## src/rtl/im_loader_if.sv

```systemverilog
// Loader control, byte stream and instruction-memory write bundle.
// master drives start/stream (host side); slave is the loader.
interface im_loader_if #(
  parameter int AW = 8
);
  logic          start;
  logic [AW:0]   word_count;
  logic          in_valid;
  logic [7:0]    in_data;
  logic          in_ready;
  logic          we;
  logic [31:0]   waddr;
  logic [31:0]   wdata;
  logic          busy;
  logic          cpu_hold;
  logic          done;
  logic          err;

  modport master (
    output start, word_count, in_valid, in_data,
    input  in_ready, we, waddr, wdata, busy, cpu_hold, done, err
  );

  modport slave (
    input  start, word_count, in_valid, in_data,
    output in_ready, we, waddr, wdata, busy, cpu_hold, done, err
  );
endinterface

```

## src/rtl/im_loader.sv

```systemverilog
// Packs a big-endian byte stream into 32-bit words and writes them to instruction memory from 0.
// 5 cycles/word minimum (4 accepts + 1 write); in_ready drops during the write cycle, stalls freely on in_valid.
module im_loader #(
  parameter int DEPTH = 256,
  parameter int AW    = 8
) (
  input  logic       clk,
  input  logic       rst_n,
  im_loader_if.slave bus
);

  typedef enum logic [1:0] {IDLE, RECV, WRITE, DONE} state_t;

  localparam logic [AW:0] DEPTH_W = (AW+1)'(DEPTH);

  state_t        state;
  logic [AW:0]   cnt;
  logic [AW-1:0] widx;
  logic [1:0]    bcnt;
  logic [23:0]   shreg;
  logic          last_word;

  assign last_word = ({1'b0, widx} == (cnt - 1'b1));

  always_ff @(posedge clk) begin
    if (!rst_n) begin
      state        <= IDLE;
      cnt          <= '0;
      widx         <= '0;
      bcnt         <= '0;
      shreg        <= '0;
      bus.in_ready <= 1'b0;
      bus.we       <= 1'b0;
      bus.waddr    <= '0;
      bus.wdata    <= '0;
      bus.busy     <= 1'b0;
      bus.cpu_hold <= 1'b0;
      bus.done     <= 1'b0;
      bus.err      <= 1'b0;
    end else begin
      bus.we   <= 1'b0;
      bus.done <= 1'b0;
      bus.err  <= 1'b0;
      case (state)
        IDLE: begin
          if (bus.start) begin
            if (bus.word_count != '0 && bus.word_count <= DEPTH_W) begin
              cnt          <= bus.word_count;
              widx         <= '0;
              bcnt         <= '0;
              shreg        <= '0;
              bus.in_ready <= 1'b1;
              bus.busy     <= 1'b1;
              bus.cpu_hold <= 1'b1;
              state        <= RECV;
            end else begin
              bus.err <= 1'b1;
            end
          end
        end
        RECV: begin
          if (bus.in_valid && bus.in_ready) begin
            // Earlier bytes shift up, so the first byte lands in the MSB.
            if (bcnt == 2'd3) begin
              bus.wdata    <= {shreg, bus.in_data};
              bus.waddr    <= 32'(widx);
              bus.we       <= 1'b1;
              bus.in_ready <= 1'b0;
              state        <= WRITE;
            end else begin
              shreg <= {shreg[15:0], bus.in_data};
              bcnt  <= bcnt + 2'd1;
            end
          end
        end
        WRITE: begin
          if (last_word) begin
            bus.done <= 1'b1;
            state    <= DONE;
          end else begin
            widx         <= widx + 1'b1;
            bcnt         <= '0;
            bus.in_ready <= 1'b1;
            state        <= RECV;
          end
        end
        DONE: begin
          bus.busy     <= 1'b0;
          bus.cpu_hold <= 1'b0;
          state        <= IDLE;
        end
        default: state <= IDLE;
      endcase
    end
  end

endmodule

```

## src/flat_wrapper.sv

```systemverilog
// flat-port wrapper written by rule: the top's interface ports become plain ports
module im_loader_flat 
#(
  parameter int DEPTH = 256,
  parameter int AW    = 8
)
  (clk, rst_n, bus_start, bus_word_count, bus_in_valid, bus_in_data, bus_in_ready, bus_we, bus_waddr, bus_wdata, bus_busy, bus_cpu_hold, bus_done, bus_err);
  im_loader_if #(.AW(AW)) bus_i ();
  input  logic clk;
  input  logic rst_n;
  input wire logic [$bits(bus_i.start)-1:0] bus_start;
  input wire logic [$bits(bus_i.word_count)-1:0] bus_word_count;
  input wire logic [$bits(bus_i.in_valid)-1:0] bus_in_valid;
  input wire logic [$bits(bus_i.in_data)-1:0] bus_in_data;
  output wire logic [$bits(bus_i.in_ready)-1:0] bus_in_ready;
  output wire logic [$bits(bus_i.we)-1:0] bus_we;
  output wire logic [$bits(bus_i.waddr)-1:0] bus_waddr;
  output wire logic [$bits(bus_i.wdata)-1:0] bus_wdata;
  output wire logic [$bits(bus_i.busy)-1:0] bus_busy;
  output wire logic [$bits(bus_i.cpu_hold)-1:0] bus_cpu_hold;
  output wire logic [$bits(bus_i.done)-1:0] bus_done;
  output wire logic [$bits(bus_i.err)-1:0] bus_err;
  assign bus_i.start = bus_start;
  assign bus_i.word_count = bus_word_count;
  assign bus_i.in_valid = bus_in_valid;
  assign bus_i.in_data = bus_in_data;
  assign bus_in_ready = bus_i.in_ready;
  assign bus_we = bus_i.we;
  assign bus_waddr = bus_i.waddr;
  assign bus_wdata = bus_i.wdata;
  assign bus_busy = bus_i.busy;
  assign bus_cpu_hold = bus_i.cpu_hold;
  assign bus_done = bus_i.done;
  assign bus_err = bus_i.err;
  im_loader #(.DEPTH(DEPTH), .AW(AW)) u_core (.clk(clk), .rst_n(rst_n), .bus(bus_i));
endmodule
```

## config.mk

```make
export PLATFORM = sky130hd
export DESIGN_NAME = im_loader_flat
export DESIGN_NICKNAME = d
export VERILOG_FILES = /design/src/rtl/im_loader_if.sv /design/src/rtl/im_loader.sv /design/src/flat_wrapper.sv
export SDC_FILE = /design/constraint.sdc
export NUM_CORES = 1
export LEC_CHECK = 0
export CORE_ASPECT_RATIO = 1.2
export CORE_MARGIN = 2
export CORE_UTILIZATION = 53
export DETAILED_ROUTE_END_ITERATION = 10
export GPL_TIMING_DRIVEN = 0
export PLACE_DENSITY = 0.85
export SYNTH_ARGS = -nofsm -noshare
export SYNTH_HDL_FRONTEND = slang
export SYNTH_SLANG_ARGS = --single-unit
```

## constraint.sdc

```tcl
create_clock -name clk -period 4.9 [get_ports clk]
set_clock_uncertainty 0.1 [all_clocks]
set_input_delay 0.98 -clock clk [delete_from_list [all_inputs] [get_ports clk]]
set_output_delay 0.98 -clock clk [all_outputs]
set_load 0.01 [all_outputs]
```

Word level (Yosys, flattened, before mapping). Index checks and enable logic that the tools add are counted. W data, S select, Z words.

Shift-type cells: 0. Equality and inequality tests: 11. Reduce and logical (&&, ||, !) cells: 19. Magnitude comparators: 1. $mul: 0. Bitwise gates (word level): 0. Mux-type cells: 31. Div/mod/pow operators: 0. $add $sub $neg: 3.

Operator list (count): $mux W24 (4); $pmux W24 S2 (1); $mux W8 (3); $mux W2 (10); $pmux W8 S2 (1); $reduce_and A3 Y1 (5); $reduce_and A6 Y1 (2); $eq A8 B9 Y1 (1); $le A9 B9 Y1 const B (1); $reduce_bool A9 Y1 (1); $sub A9 B1 Y9 const B (1); $add A8 B1 Y8 const B (1); $mux W1 (8); $pmux W2 S4 (1); $reduce_and A4 Y1 (2); $eq A2 B2 Y1 const B (3); $ne A2 B1 Y1 const B (3); $ne A2 B2 Y1 const B (3); $pmux W2 S3 (1); $reduce_bool A2 Y1 (3); $reduce_and A5 Y1 (1); $pmux W1 S3 (1); $reduce_bool A3 Y1 (1); $add A2 B1 Y2 const B (1); 5 further kinds (6).

Logic and storage cells: 77. ROM bits: 0. Output and inout port bits: 70. RAM bits: 0. Memories kept: 0. Bits in latches: 0. Register bits: 90.

Logic depth before layout (Yosys ltp). Gate-level depths: netlist of run 1.

Word-level depth: 5. Gate-level depth with buffers: 9.

Least setup slack after synthesis of run 1. No wires, ideal clock.

Kind: input -> register. Start point: in bus_word_count[1]. End point: reg u_core.widx[5]. Data required time: 4.679 ns. Slack: 1.886 ns. Cell stages on the path: 7. Setup time: 0.121 ns. Arrival time: 2.793 ns. Cell sequence: or4_1 -> nor2_1 -> xnor2_1 -> a31oi_2 -> a21oi_2 -> nand4_1 -> mux2_2.

Cells in the longest elaborated chain, start to end: 4.

RTL lines: start, declared (line flat_wrapper.sv:12) `input wire logic [$bits(bus_i.word_count)-1:0] bus_word_count;`; $le A9 B9 Y1 / $reduce_bool A9 Y1 (equally long branches) (line im_loader.sv:47) `if (bus.word_count != '0 && bus.word_count <= DEPTH_W) begin`; $logic_and A1 B1 Y1 * (line im_loader.sv:47); $ne A2 B1 Y1 (no source line) *; $reduce_and A4 Y1 (no source line) *; end signal, assigned (line im_loader.sv:81) `widx <= widx + 1'b1;`; end, declared (line im_loader.sv:18) `logic [AW-1:0] widx;`.

Every way passes the cells marked *; elsewhere a longest branch is shown, timed or not. A chain may end at the register's enable or synchronous reset.

Final worst setup path of run 1. Same ends and word-level chain as after synthesis.

==> results of run 1 <==
## layer usage
metal / vias to the layer above / global-route usage, % / routed length (um)
li1: 1710 / - / -
met1: 1656 / 28.8 / 3860
met2: 123 / 44.1 / 4820
met3: 18 / 5.13 / 496
met4: 0 / 9.65 / 183
met5: - / 0 / 0
## cell usage after synthesis (3+ instances only)
cell type and instances:
nand2_1 94, dfxtp_1 90, a21oi_1 50, nor2_1 48, a22oi_1 25, buf_4 25, clkbuf_1 22, o21ai_0 12
mux2i_1 8, inv_1 7, nand4_1 7, nor3_1 7, xnor2_1 7, nand3_1 5, or4_1 4, xor2_1 4
ha_1 3
## path summary, 6_finish.rpt
| kind | startpoint | to | slack (ns) | cells after the start |
|---|---|---|---|---|
| min reg2reg | u_core.bus.wdata[1] | u_core.bus.wdata[1] | 0.36 | 2 |
| max reg2reg | u_core.cnt[0] | u_core.widx[5] | 2.01 | 9 |
| max | bus_word_count[1] | u_core.widx[5] | 1.48 | 8 |
| min | u_core.bus.wdata[1] | u_core.bus.wdata[1] | 0.36 | 2 |
## report_power, final
group | leakage, nW | internal (mW) | switching (mW) | total, mW
Sequential | 0.726 | 0.737 | 0.00880 | 0.746
Clock | 0.0962 | 0.253 | 0.265 | 0.517
Combinational | 1.00 | 0.0594 | 0.0702 | 0.130
## cells in the final DEF (no fill, tap or decap), types with 2 or more instances in the layout
cell type and instances:
clkdlybuf4s50_1 65, or3_1 2, nand4_1 7, xnor2_1 7, a21o_1 2, inv_1 7
nor2_1 48, ha_1 3, and2_1 2, a22oi_1 25, nor3_1 7, nand2b_1 2
buf_4 25, clkinvlp_4 2, clkbuf_8 11, or4_1 4, clkbuf_1 23, dfxtp_1 90
mux2i_1 8, a311o_1 2, conb_1 24, xor2_1 4, nand2_1 94, and3_1 2
o21ai_0 12, nand3_1 5, a21oi_1 50, o31ai_1 2
## stage by stage
step                      utilization [%]  hold slack [ns]  std cells  power [mW]
after global placement               67.2            0.341        632       0.886
after CTS                            70.2            0.364        648        1.39
after detailed placement             67.2            0.350        632       0.890
after floorplan                         -            0.328        480       0.848
final                                70.2            0.360        648        1.39
after global routing                 70.2            0.381        648        1.44
## layout make-up
cell class | count | area (um^2)
clock buffer | 11 | 141
sequential | 90 | 1800
tap | 87 | 109
clock inverter | 5 | 62.6
fill | 556 | 2060
inverter | 8 | 30.0
buffer | 49 | 289
multi-input combinational | 333 | 1760
timing repair buffer | 65 | 651
## worst min-delay path, delay by kind of cell, from the launching register on
family / cells / cell delay, ns
AOI/OAI and AO/OA: 1 / 0.05
DFF: 1 / 0.32
and+or+nand+nor: 1 / 0.05
## registers in the layout, indices dropped and copies added (netlist names)
register and cells:
u_core.widx 8, u_core.state 2, u_core.bus.in_ready 1, u_core.bus.done 1, u_core.bus.we 1, u_core.cnt 9
u_core.shreg 24, u_core.bus.wdata 32, u_core.bus.err 1, u_core.bcnt 2, u_core.bus.waddr 8, u_core.bus.busy 1
## cell families (layout without fill, tap and decap cells)
kind of cell	count (synthesis)	in the layout	synth area share [%]
and+or+nand+nor	185	185	21.5
DFF	90	90	47.5
other	1	24	0.0989
AOI/OAI and AO/OA	101	101	16.5
buffers and inverters	57	138	8.42
adders and majority gates	3	3	0.991
muxes	9	9	2.41
xor gates and xnor gates	11	11	2.54
==> impl_metrics.yaml, run 1 <==
final_layout:
  area_growth_pct: 27.7
  antenna_cells_inserted: 0
  fin_nets: 580
  finalInstanceArea_mm2: 0.00484
  final_layout_size_suffix_gt1_share_pct: 9.27
timing:
  period_share_pct: 69.8
  tns_ns: 0
  fmax_mhz: 292
  fin_crit_ns: 3.42
  finalHoldViolCount: 0
  slew_violations: 0
  layout_setup_ws_ns: 1.48
  slew_headroom_pct: 31.8
  setup_viol: 0
  rsz0062_at_grt: "false"
  max_slew.worst_pin.slew_ns: 1.02
synth:
  synth_edf_count: 0
  synth_warnings: 0
  syn_area_per_cell_um2: 8.29
  syn_inst: 457
  syn_area_mm2: 0.00379
  synth_top_area_cell: "dfxtp_1"
  yosys.cell_types.count: 49
  synthArstFlopShare_pct: 0
  synth_top_area_share_pct: 47.5
  synth_area_leaders: "dfxtp_1, nand2_1, a21oi_1"
  synth_seq_cells: 90
  ys.flop_type: "dfxtp_1"
  synth.yosys.seq_area_share_pct: 47.5
power:
  p_leak_nw: 1.82
  cellPowerDensity_mw_per_mm2: 288
  ir_drop_mv: 0.258
clocking:
  clk_latency_ns: 0.36
  post-cts-setup-buffers: 0
  clk_pin_slew_ns: 0.09
  cts_tree: "built"
  holdBufCountCts: 0
  clock_path_buffers: 2
  cts_resized: 0
  cts.sinks: 90
  root_buffer: "clkbuf_8"
  cts_made_buffers: 9
  htreeDepth: 3
floorplan:
  fp.dieH_um: 96.6
  num_rows: 33
  initial_core_util_pct: 55.0
  core_area_mm2: 0.00690
  io_pins: 91
  die_w_um: 81.2
  die_area_mm2: 0.00785
place:
  port_buffers: 65
  globalplace.congestion: 0.934
  hpwlAfterDp_um: 6940
  pre_cts_slack_ns: 1.15
  placed_cell_area_mm2: 0.00464
routing:
  drc: 0
  drt_first_pass_iters: 5
  wl_per_cell_um: 14.4
  routed_wl_um: 9360
  first_iter_violations: 271
  ant_nets: 0
  vias: 3507
  viasPerCell: 5.41
worst_setup_path:
  setup.worst_path.class: "input pin to flop"
  arrival_ns: 3.58
  cp-start-kind: "input pin"
  cpPeakStageDelay_ns: 0.65
  timing.critical_path.slowest_stage_cell: "or4_1"
  worstPathMaxFanout: 9
  path_delay_family: "simple AND/OR/NAND/NOR gates"
  cp.buffers_inverters: 1
  required_ns: 5.06
  endpoint_kind: "flop"
  cp_cell_sequence: "clkdlybuf4s50_1, or4_1, nor2_1, xnor2_1, a31oi_2, a21oi_2, nand4_1, mux2_2"
global_routing:
  grt_util_all_layers_pct: 25.0
  antenna_found_initial: 0
  grt_pass1_wl_um: 15700
  grt-ovfl-total: 0
  grt_pass1_vias: 3462
  grt_max_degree: 16
worst_hold_path:
  hp-class: "flop to flop"
job:
  drv_cap: 0
status:
  outcome: "completed"
No activity file was read; power rests on OpenSTA's default activity.
==> run 2, diff against run 1 <==
- CORE_UTILIZATION: 53 -> 45
- PLACE_DENSITY: 0.85 -> 0.76
- clock period: 4.9 -> 2.8 ns (I/O delays scaled with it)
==> impl_metrics.yaml, run 2 (synthesized netlist as in run 1, its figures left out) <==
routing:
  first_iter_violations: 176
  vias: 3508
  drt_first_pass_iters: 5
  routed_wl_um: 9480
  ant_nets: 0
  drc: 0
  viasPerCell: 5.17
  wl_per_cell_um: 14.0
floorplan:
  fp.dieH_um: 105
  core_area_mm2: 0.00815
  initial_core_util_pct: 46.5
  die_area_mm2: 0.00918
  num_rows: 36
  io_pins: 91
  die_w_um: 87.8
global_routing:
  grt_pass1_wl_um: 15700
  grt-ovfl-total: 0
  grt_max_degree: 17
  grt_pass1_vias: 3372
  grt_util_all_layers_pct: 21.3
  antenna_found_initial: 0
worst_setup_path:
  cp-start-kind: "flop"
  cp_cell_sequence: "inv_1, ha_4, or4b_4, or3_1, a21o_1, a211oi_4, a21oi_4, nand4_1, mux2_2"
  required_ns: 2.95
  worstPathMaxFanout: 6
  timing.critical_path.slowest_stage_cell: "or4b_4"
  arrival_ns: 2.86
  setup.worst_path.class: "flop to flop"
  r2r_start: "u_core.cnt[1]"
  reg2reg_depth: 9
  cpPeakStageDelay_ns: 0.47
  endpoint_kind: "flop"
  startpoint: "u_core.cnt[1]"
timing:
  setup_viol: 0
  slew_headroom_pct: 30.2
  fmax_mhz: 370
  max_slew.worst_pin.slew_ns: 1.04
  period_share_pct: 96.5
  finalHoldViolCount: 0
  slew_violations: 0
  fin_crit_ns: 2.70
worst_hold_path:
  hold_path_depth: 2
  min-delay-start: "u_core.bus.wdata[18]"
  hp-class: "flop to flop"
final_layout:
  area_growth_pct: 30.9
  finalInstanceArea_mm2: 0.00496
  largest_register: "u_core.bus.wdata"
  largest_reg_flops: 32
  fin_nets: 584
  layout_common_cells: "nand2_1, dfxtp_1, clkdlybuf4s50_1, a21oi_1, nor2_1"
  final_common_cell: "nand2_1"
  reg.largest.list: "u_core.bus.wdata: 32 flops, u_core.shreg: 24 flops, u_core.cnt: 9 flops"
  final_layout_size_suffix_gt1_share_pct: 11.9
  antenna_cells_inserted: 0
place:
  placed_cell_area_mm2: 0.00467
  hpwlAfterDp_um: 6910
  globalplace.congestion: 0.820
  port_buffers: 65
power:
  power_mw: 2.46
  p_leak_nw: 1.87
  cellPowerDensity_mw_per_mm2: 495
  ir_drop_mv: 0.319
clocking:
  cts_tree: "built"
  clk_pin_slew_ns: 0.09
  htreeDepth: 3
  cts_made_buffers: 9
  root_buffer: "clkbuf_8"
  clk_latency_ns: 0.35
  holdBufCountCts: 0
  cts.sinks: 90
  clock_path_buffers: 2
job:
  drv_cap: 0
status:
  outcome: "completed"
run 2: changes by cell type in the layout (fill, tap and decap cells not counted), sizes merged:
| cell | previous run | this run |
|---|---|---|
| buf | 26 | 31 |
| clkbuf | 34 | 31 |
| clkinv | 1 | 3 |
| inv | 9 | 11 |
| clkinvlp | 2 | 0 |
run 2: worst paths after layout:
check                          to  slack (ns)
max reg2reg        u_core.widx[5]         0.1
min reg2reg  u_core.bus.wdata[18]        0.36
min          u_core.bus.wdata[18]        0.36
max                u_core.widx[5]         0.1
run 2: cell type report:
class | count | area [um^2]
well taps | 114 | 143
fillers | 720 | 3190
clock inverters | 7 | 75.1
clock buffers | 9 | 124
plain buffers | 49 | 294
multi-input cells | 333 | 1810
inverters | 8 | 30.0
repair buffers | 69 | 681
flip-flops and latches | 90 | 1800
run 2: metrics by stage:
step	TNS (ns)	setup slack (ns)	hold slack, ns	utilization [%]	std cells
3_5_place_dp	-11.67	-0.492	0.349	57.3	659
3_3_place_gp	-10.35	-0.475	0.341	57.3	659
4_1_cts	0	0.00699	0.362	60.2	675
5_1_grt	-0.00283	-0.00283	0.380	60.8	679
2_1_floorplan	0	0.156	0.328	-	480
6_report	0	0.0972	0.360	60.8	679
run 2: repair_timing:
item	4_1_cts	5_1_grt
setup buffers	0	4
resized for setup	8	10
endpoints found under the setup margin	13	25
pin swaps	1	4
run 2: metal layers:
metal | up-vias | wire [um] | global-route usage [%]
met3 | 19 | 486 | 3.79
met2 | 112 | 4820 | 36.1
met1 | 1661 | 3950 | 26.0
met4 | 0 | 222 | 8.68
li1 | 1716 | - | -
met5 | - | 0 | 0
run 2: worst max-delay path: cells and delay by family (launching register included):
kind,cells,cell delay [ns]
AND/OR/NAND/NOR,3,0.91
AO/OA/AOI/OAI,3,0.67
flip-flops,1,0.35
multiplexers,1,0.33
adder cells (fa/ha/maj),1,0.15
buffers and inverters,1,0.10
run 2: where the power goes:
group / total, mW / switching (mW) / internal [mW]
clock: 0.906 / 0.485 / 0.421
sequential: 1.31 / 0.0155 / 1.29
combinational: 0.244 / 0.131 / 0.113
total: 2.46 / 0.631 / 1.82
==> run 3, diff against run 2 <==
- CORE_UTILIZATION: 45 -> 56
- DONT_BUFFER_PORTS: default -> 1
- PLACE_DENSITY: 0.76 -> 0.74
==> impl_metrics.yaml, run 3 (synthesized netlist as in run 1, its figures left out) <==
global_routing:
  grt-ovfl-total: 0
  grt_pass1_wl_um: 13600
  grt_max_degree: 16
  grt_util_all_layers_pct: 23.5
  grt_pass1_vias: 2861
  antenna_found_initial: 0
final_layout:
  layout_common_cells: "nand2_1, dfxtp_1, a21oi_1, nor2_1, buf_4"
  fin_nets: 518
  stdcell_count: 583
  area_growth_pct: 11.8
  reg.largest.list: "u_core.bus.wdata: 32 flops, u_core.shreg: 24 flops, u_core.cnt: 9 flops"
  final_layout_size_suffix_gt1_share_pct: 11.4
  antenna_cells_inserted: 0
  largest_reg_flops: 32
  fillers: 597
  largest_register: "u_core.bus.wdata"
  final_common_cell: "nand2_1"
worst_setup_path:
  cp.buffers_inverters: 1
  cpPeakStageDelay_ns: 0.48
  arrival_ns: 2.87
  path_delay_family: "simple AND/OR/NAND/NOR gates"
  endpoint_kind: "flop"
  required_ns: 2.96
  cp_cell_sequence: "inv_1, ha_4, or4b_4, or3_1, a21o_1, a211oi_4, a21oi_4, nand4_1, mux2_2"
  worstPathMaxFanout: 7
  timing.critical_path.slowest_stage_cell: "or4b_4"
  setup.worst_path.class: "flop to flop"
  cp-start-kind: "flop"
place:
  hpwlAfterDp_um: 6280
  dp.cells: 565
  globalplace.congestion: 0.894
  port_buffers: 0
power:
  p_leak_nw: 1.61
  ir_drop_mv: 0.317
  cellPowerDensity_mw_per_mm2: 568
routing:
  vias: 3134
  routed_wl_um: 8540
  viasPerCell: 5.38
  drt_first_pass_iters: 4
  wl_per_cell_um: 14.6
  first_iter_violations: 210
  drc: 0
  ant_nets: 0
clocking:
  cts.sinks: 90
  cts_made_buffers: 9
  root_buffer: "clkbuf_8"
  clk_pin_slew_ns: 0.09
  clk_latency_ns: 0.36
  htreeDepth: 3
  clock_path_buffers: 2
  cts_tree: "built"
floorplan:
  io_pins: 91
  num_rows: 32
  die_area_mm2: 0.00744
  core_area_mm2: 0.00649
  fp.dieH_um: 94.1
  initial_core_util_pct: 58.4
  die_w_um: 79.1
timing:
  slew_violations: 0
  fin_crit_ns: 2.71
  tns_ns: 0
  setup_viol: 0
  max_slew.worst_pin.slew_ns: 0.920
  slew_headroom_pct: 38.2
  period_share_pct: 96.8
  finalHoldViolCount: 0
  fmax_mhz: 369
  hold-worst-slack_ns: 0.221
job:
  drv_cap: 0
status:
  outcome: "completed"
worst_hold_path:
  hp-class: "input pin to flop"
[run 3: cell count changes in the layout (fill, tap and decap cells not counted), moves of 2 or more]
cell / delta
clkdlybuf4s50_1: -65
buf_4: -2
clkbuf_1: +2
clkinv_2: -2
clkinvlp_4: +2
dfxtp_2: -2
inv_6: -2
or4_1: +2
or4_4: -2
[run 3: cell type report]
cell class                      instances  area [um^2]  share of cell area (%)
Clock inverter                          5         62.6                    1.48
Timing Repair Buffer                    3         22.5                   0.532
Multi-Input combinational cell        333         1780                    42.1
Buffer                                 49          289                    6.82
Tap cell                               85          106                    2.51
Clock buffer                           10          138                    3.25
Inverter                                8         30.0                   0.709
Sequential cell                        90         1810                    42.6
[run 3: path summary, 6_finish.rpt]
path	start	endpoint	slack (ns)	depth (start not counted)
worst max-delay path	u_core.cnt[0]	u_core.widx[5]	0.09	9
worst min register to register	u_core.shreg[20]	u_core.bus.wdata[28]	0.36	2
worst min-delay path	bus_in_data[1]	u_core.bus.wdata[1]	0.22	2
worst max register to register	u_core.cnt[0]	u_core.widx[5]	0.09	9
[run 3: where the power goes]
group	total (mW)	switching [mW]	internal, mW
logic	0.191	0.112	0.0789
clock network	0.906	0.469	0.437
registers	1.31	0.0175	1.29
total	2.40	0.599	1.81
[run 3: what timing repair did]
item	in CTS	in global routing
gates resized for setup	1	5
setup endpoints to repair	1	3
buffers inserted	0	3
hold buffers	0	0
gates cloned	0	0
pin swaps	1	5
[run 3: stage by stage]
step / worst slack, ns / power (mW) / cell area, um^2 / utilization, %
4_1_cts: 0.00233 / 2.41 / 4190 / 64.5
3_3_place_gp: -0.0650 / 1.51 / 3980 / 61.4
5_1_grt: -0.00511 / 2.49 / 4240 / 65.3
3_5_place_dp: -0.0974 / 1.52 / 3980 / 61.4
2_1_floorplan: 0.156 / 1.48 / 3880 / -
6_report: 0.0900 / 2.40 / 4240 / 65.3
[run 3: layer usage]
metal  wire [um]  share of wire, %  up-vias  track usage (%)
li1            -                 -     1590                -
met1        3560                42     1450             27.3
met2        4300                50       76             41.2
met3         493               5.8       18             4.81
met4         176               2.1        0             10.6
met5           0                 0        -                0
